File: config.mk
export PLATFORM = sky130hd
export DESIGN_NAME = switch_debouncer
export DESIGN_NICKNAME = d
export VERILOG_FILES = /design/src/rtl/switch_debouncer_pkg.sv /design/src/rtl/switch_debouncer_channel.sv /design/src/rtl/switch_debouncer.sv
export SDC_FILE = /design/constraint.sdc
export NUM_CORES = 1
export LEC_CHECK = 0
export ABC_CLOCK_PERIOD_IN_PS = 1600
export CAP_MARGIN = 10
export CORE_MARGIN = 10
export CORE_UTILIZATION = 45
export CTS_BUF_LIST = sky130_fd_sc_hd__clkbuf_8
export DETAILED_ROUTE_END_ITERATION = 8
export PLACE_DENSITY = 0.75
export RECOVER_POWER = 100
export SLEW_MARGIN = 20
export SYNTH_ARGS = -nofsm -noshare
export SYNTH_HDL_FRONTEND = slang
export SYNTH_HIERARCHICAL = 1
export SYNTH_SLANG_ARGS = --single-unit
File: constraint.sdc
create_clock -name clk -period 1.6 [get_ports clk]
set_clock_uncertainty 0.15 [all_clocks]
set_input_delay 0.32 -clock clk [delete_from_list [all_inputs] [get_ports clk]]
set_output_delay 0.32 -clock clk [all_outputs]
set_load 0.01 [all_outputs]
File: src/rtl/switch_debouncer_pkg.sv
// Shared constants and helpers for the switch debouncer.
package switch_debouncer_pkg;

  // 50 MHz clock: 50000 cycles = 1 ms of required stability.
  localparam int DEFAULT_DEBOUNCE_CYCLES = 50000;

  // Short window so simulations finish quickly.
  localparam int SIM_DEBOUNCE_CYCLES = 4;

  // Width of a counter that must hold values up to 'cycles'.
  function automatic int cnt_width(input int cycles);
    return $clog2(cycles + 1);
  endfunction

endpackage

File: src/rtl/switch_debouncer_channel.sv
// Single-bit debouncer.
// Contains a two-flop synchroniser, a stability counter, and registered
// rise/fall pulses. The channel is PENDING whenever the synchronised level
// differs from the accepted level. It is STABLE otherwise, and that state
// needs no register of its own.
module switch_debouncer_channel
  import switch_debouncer_pkg::*;
#(
  parameter int DEBOUNCE_CYCLES = DEFAULT_DEBOUNCE_CYCLES
) (
  input  logic clk,
  input  logic rst_n,
  input  logic raw_i,
  output logic clean_o,
  output logic rise_o,
  output logic fall_o
);

  localparam int              CNT_W    = cnt_width(DEBOUNCE_CYCLES);
  localparam logic [CNT_W-1:0] CNT_LAST = CNT_W'(DEBOUNCE_CYCLES - 1);

  logic             sync1_q;
  logic             sync2_q;
  logic [CNT_W-1:0] cnt_q;
  logic [CNT_W-1:0] cnt_d;
  logic             clean_q;
  logic             clean_d;
  logic             rise_q;
  logic             rise_d;
  logic             fall_q;
  logic             fall_d;

  // Two-flop synchroniser; only sync2_q feeds the decision logic.
  always_ff @(posedge clk or negedge rst_n) begin
    if (!rst_n) begin
      sync1_q <= 1'b0;
      sync2_q <= 1'b0;
    end else begin
      sync1_q <= raw_i;
      sync2_q <= sync1_q;
    end
  end

  // Accept a new level once it has differed for DEBOUNCE_CYCLES edges.
  // Any return to the accepted level clears the count.
  always_comb begin
    cnt_d   = '0;
    clean_d = clean_q;
    rise_d  = 1'b0;
    fall_d  = 1'b0;
    if (sync2_q != clean_q) begin
      if (cnt_q == CNT_LAST) begin
        clean_d = sync2_q;
        rise_d  = sync2_q;
        fall_d  = ~sync2_q;
      end else begin
        cnt_d = cnt_q + CNT_W'(1);
      end
    end
  end

  // Counter, accepted level and pulses are registered together, so each
  // pulse lines up with the first cycle of the new level.
  always_ff @(posedge clk or negedge rst_n) begin
    if (!rst_n) begin
      cnt_q   <= '0;
      clean_q <= 1'b0;
      rise_q  <= 1'b0;
      fall_q  <= 1'b0;
    end else begin
      cnt_q   <= cnt_d;
      clean_q <= clean_d;
      rise_q  <= rise_d;
      fall_q  <= fall_d;
    end
  end

  assign clean_o = clean_q;
  assign rise_o  = rise_q;
  assign fall_o  = fall_q;

endmodule

File: src/rtl/switch_debouncer.sv
// Multi-channel switch conditioner.
// Each raw input bit gets its own independent synchroniser and debouncer.
// There is no coupling between channels.
module switch_debouncer
  import switch_debouncer_pkg::*;
#(
  parameter int WIDTH           = 2,
  parameter int DEBOUNCE_CYCLES = DEFAULT_DEBOUNCE_CYCLES
) (
  input  logic             clk,
  input  logic             rst_n,
  input  logic [WIDTH-1:0] raw_in,
  output logic [WIDTH-1:0] clean_out,
  output logic [WIDTH-1:0] rise_pulse,
  output logic [WIDTH-1:0] fall_pulse
);

  // One debounce channel per input bit.
  for (genvar i = 0; i < WIDTH; i++) begin : g_ch
    switch_debouncer_channel #(
      .DEBOUNCE_CYCLES(DEBOUNCE_CYCLES)
    ) u_ch (
      .clk    (clk),
      .rst_n  (rst_n),
      .raw_i  (raw_in[i]),
      .clean_o(clean_out[i]),
      .rise_o (rise_pulse[i]),
      .fall_o (fall_pulse[i])
    );
  end

endmodule
Yosys cells after proc, flatten, opt, wreduce, memory -nomap -nowiden
Index checks and enable logic that the tools add are counted.
- bits of input ports: 4
- word-level logic and storage cells: 34
- output and inout bits: 6
- flip-flop bits (word level): 42
- bitwise gates (word level): 2
- eq/ne operators: 4
- reduce and logical (&&, ||, !) cells: 2
- multiplexer cells: 12
- $add $sub $neg: 2
- operators by type and width (cell ; count):
    $mux 16 ; 4
    $add 16x1->16 const B ; 2
    $eq 16x16->1 const B ; 2
    $mux 1 ; 8
    $reduce_and 2->1 ; 2
    $ne 1x1->1 ; 2
    $not 1->1 ; 2

Longest topological paths before layout
- word-level depth: 3
- depth in mapped cells: 6
- gate-level depth less buffers: 5

Cells and area by module
The synthesis kept the hierarchy.
- by module, submodules not included (module ; instances ; cells an instance ; area each (um^2)):
    switch_debouncer_channel ; 2 ; 88 ; 969.7

Worst setup path before layout
Ideal clock, no wire load.
- kind: reg2reg
- start point: register g_ch[0].u_ch.cnt_q[7]
- end point: register g_ch[0].u_ch.cnt_q[14]
- library setup time: 0.077 ns
- arrival time: 1.452 ns
- cell stages (with the launch flop): 5
- data required time: 1.373 ns
- path buffers: 0
- setup slack: -0.080 ns
- cell sequence: dfrtp_1 > nand4_2 > or3_1 > or4_1 > a21oi_1
- cells in the longest elaborated chain, start to end: 3
- elaborated cells on any way between the ends: 4
- RTL lines (element ; RTL line ; text):
    from (decl) ; switch_debouncer_channel.sv:24 ; logic [CNT_W-1:0] cnt_q;
    from (signal assigned) ; switch_debouncer_channel.sv:71 ; cnt_q <= cnt_d;
    $add 16x1->16 or $eq 16x16->1 (tied branches) ; switch_debouncer_channel.sv:57, switch_debouncer_channel.sv:52 ;
    $mux 16 (*) ; switch_debouncer_channel.sv:52 ; if (cnt_q == CNT_LAST) begin
    $mux 16 (*) ; switch_debouncer_channel.sv:51 ; if (sync2_q != clean_q) begin
    named net g_ch[0].u_ch.cnt_d[14] ; switch_debouncer_channel.sv:25 ; logic [CNT_W-1:0] cnt_d;
The timed path passes the listed nets; every way through them passes the cells marked *.
A chain may end at the register's enable or synchronous reset.

Worst setup path after layout
- start point: register g_ch[0].u_ch.cnt_q[1]
- end point: register g_ch[0].u_ch.cnt_q[15]
The elaborated chain is that of the path after synthesis.

==> flow_metrics.tcl <==
set metrics [dict create \
    drc 0 \
    finalMaxSlewViolations 0 \
    cts.sinks 42 \
    first_global_vias 1703 \
    outcome "complete, but fails checks" \
    die_h_um 85.7 \
    first_iter_violations 172 \
    htreeDepth 2 \
    portBuffers 9 \
    syn-cell-area_sq_um 1940 \
    grtUsageTotal 0.138 \
    startpoint_type "flop" \
    core_area_sq_um 4090 \
    violations "negative setup slack" \
    synth_edf_count 0 \
    syn_inst 176 \
    regArea_sq_um 1060 \
    post-route-period-util 1.11 \
    cts_tree "built" \
    hold_violations 0 \
    avgSynthCellArea_sq_um 11.0 \
    ys_warn_count 6 \
    avgViaCountPerCell 5.52 \
    clock_path_buffers 2 \
    rsz0062_at_grt "yes" \
    grt_pass1_wl_um 8220 \
    synth_ff_type "dfrtp_1" \
    yosysMostFrequentCell "dfrtp_1" \
    reg2reg_slack_ns -0.18 \
    rows 23 \
    ys_top_cells_by_area "dfrtp_1 (54%), xnor2_1 (9.9%), nor2_1 (6.2%)" \
    cap_viol_max_count 0 \
    worst-endpoint-required_ns 1.67 \
    worstSkewPairLatency_ns 0.31 \
    relSlewSlack 0.623 \
    end_kind "flop" \
    initial_core_util 0.475 \
    setup_viol 22 \
    path_max_fanout 15 \
    cts-buffers-inserted 5 \
    async_reset_ff_frac 1.00 \
    gp_congestion 0.876 \
    worst_slack_ns -0.182 \
    routed_wl_um 5780 \
    num_antenna_cells 0 \
    p_per_area_nw_per_um2 715 \
    grt_start_max_net_pins 43 \
    cts_root_buffer "clkbuf_8" \
    yosysSeqAreaShare 0.542 \
    arrival_ns 1.85 \
    ys_ff_latch 42 \
    yosysTopAreaCell "dfrtp_1" \
    postRouteAntennaNets 0 \
    timing.fmax_ghz 0.561 \
    synth_top_area_frac 0.542 \
    ir_drop_v 0.000646 \
    n_fill_cell 229 \
    num_io_pins 10 \
    die_area_sq_um 7340 \
    die_w_um 85.7 \
    num_vias 1617 \
    min_period_ns 1.78 \
    holdWs_ns 0.213 \
    wl_per_cell_um 19.7 \
    synthesis.nets 182 \
    finalPower_mw 2.09 \
    multi_input_area_sq_um 1160 \
    worstSetupPathType "flop to flop" \
    antenna_found_initial 0 \
    dp_hpwl_um 2910 \
    hold_path_class "flop to flop" \
    syn_to_final_growth_pct 50.8 \
    firstDrtPassIters 4 \
    drive_gt1_frac 0.465 \
    fin_nets 248 \
    path_clk_slew_ns 0.09 \
    ys_types 26 \
    worst_slew_pin_slew_ns 0.564 \
    power.leakage_nw 1.26 \
    grt-ovfl-total 0 \
    yosys-top-cells-count "dfrtp_1 (42), nor2_1 (32), xnor2_1 (22)" \
]
[layout make-up]
| cell class | instances | area share |
|---|---|---|
| well taps | 50 | 0.0214 |
| inverters | 8 | 0.0103 |
| flip-flops and latches | 42 | 0.361 |
| clock buffers | 5 | 0.0235 |
| clock inverters | 3 | 0.0141 |
| multi-input cells | 124 | 0.395 |
| repair buffers | 61 | 0.174 |
[cell usage in the layout (no fill, tap or decap), types with 3 or more instances in the layout]
cell	synthesis	final
nand3_1	8	6
dlygate4sd3_1	0	3
xor2_1	6	6
nor2_1	32	23
nor3b_2	0	4
nor4_2	0	3
nor2_2	0	7
nor3_4	0	3
nand3_4	0	3
clkbuf_8	0	5
nor3_2	0	4
nand2_8	2	4
dlygate4sd2_1	0	6
nand4_1	6	6
xnor2_1	22	20
buf_4	0	42
dfrtp_2	0	4
nor4bb_1	4	3
inv_1	6	7
dfrtp_1	42	38
buf_6	0	7
[through the flow]
step                       util  TNS (ns)  instance area (sq um)  std cells  setup slack (ns)
final                     0.716     -1.94                   2920        293            -0.182
after global routing      0.716     -3.38                   2920        293            -0.207
after CTS                 0.655    -0.160                   2680        287           -0.0684
after detailed placement  0.590     -1.22                   2410        272            -0.102
after global placement    0.590    -0.265                   2410        272           -0.0483
after floorplan               -    -0.412                   1960        176           -0.0634
[per-layer routing]
| metal | vias to the layer above | track usage | part of all wire |
|---|---|---|---|
| li1 | 739 | - | - |
| met1 | 813 | 0.163 | 0.42 |
| met2 | 56 | 0.225 | 0.51 |
| met3 | 9 | 0.0369 | 0.046 |
| met4 | 0 | 0.0719 | 0.017 |
| met5 | - | 0 | 0 |
[final timing paths]
path | start | endpoint | cells after the start
min | g_ch[0].u_ch/sync1_q$_DFF_PN0_ | g_ch[0].u_ch/sync2_q$_DFF_PN0_ | 0
min in group asynchronous | rst_n | g_ch[0].u_ch/sync2_q$_DFF_PN0_ | 3
min reg2reg | g_ch[0].u_ch/sync1_q$_DFF_PN0_ | g_ch[0].u_ch/sync2_q$_DFF_PN0_ | 0
max reg2reg | g_ch[0].u_ch/cnt_q[1]$_DFF_PN0_ | g_ch[0].u_ch/cnt_q[15]$_DFF_PN0_ | 7
max in group asynchronous | rst_n | g_ch[1].u_ch/cnt_q[11]$_DFF_PN0_ | 3
max | g_ch[0].u_ch/cnt_q[1]$_DFF_PN0_ | g_ch[0].u_ch/cnt_q[15]$_DFF_PN0_ | 7
[where the power goes]
part           switching (mW)  internal, mW  total (mW)
clock network           0.396         0.460       0.856
logic                  0.0746        0.0617       0.136
registers              0.0210          1.08        1.10
total                   0.492          1.60        2.09
[flip-flops by register name, indices dropped and copies added (netlist names)]
name / cells
g_ch.u_ch/sync2_q: 2
g_ch.u_ch/rise_o: 2
g_ch.u_ch/sync1_q: 2
g_ch.u_ch/clean_o: 2
g_ch.u_ch/fall_o: 2
g_ch.u_ch/cnt_q: 32
[cell families (layout without fill, tap and decap cells)]
| kind of cell | count (synthesis) | after routing | synth area share |
|---|---|---|---|
| buf+inv | 10 | 77 | 0.0206 |
| simple gates | 88 | 88 | 0.274 |
| fa+ha+maj | 2 | 2 | 0.0129 |
| mux | 2 | 2 | 0.0116 |
| xor+xnor | 28 | 28 | 0.126 |
| flops | 42 | 42 | 0.542 |
| compound gates | 4 | 4 | 0.0129 |
[timing repair]
action,4_1_cts,5_1_grt
gates cloned,0,0
gates resized for setup,26,43
pin swaps,8,10
buffers inserted,6,6
hold buffers,1,0
hold endpoints to repair,42,0
setup endpoints to repair,42,37
[worst max-delay path: stages (launching register included)]
cell     delay, ns
dfrtp_1       0.42
buf_4         0.16
ha_4          0.16
and3_4        0.18
nand4_1       0.11
buf_6         0.16
nand2_8       0.12
nor2_1        0.23
Power figures use the tool's default switching activity.
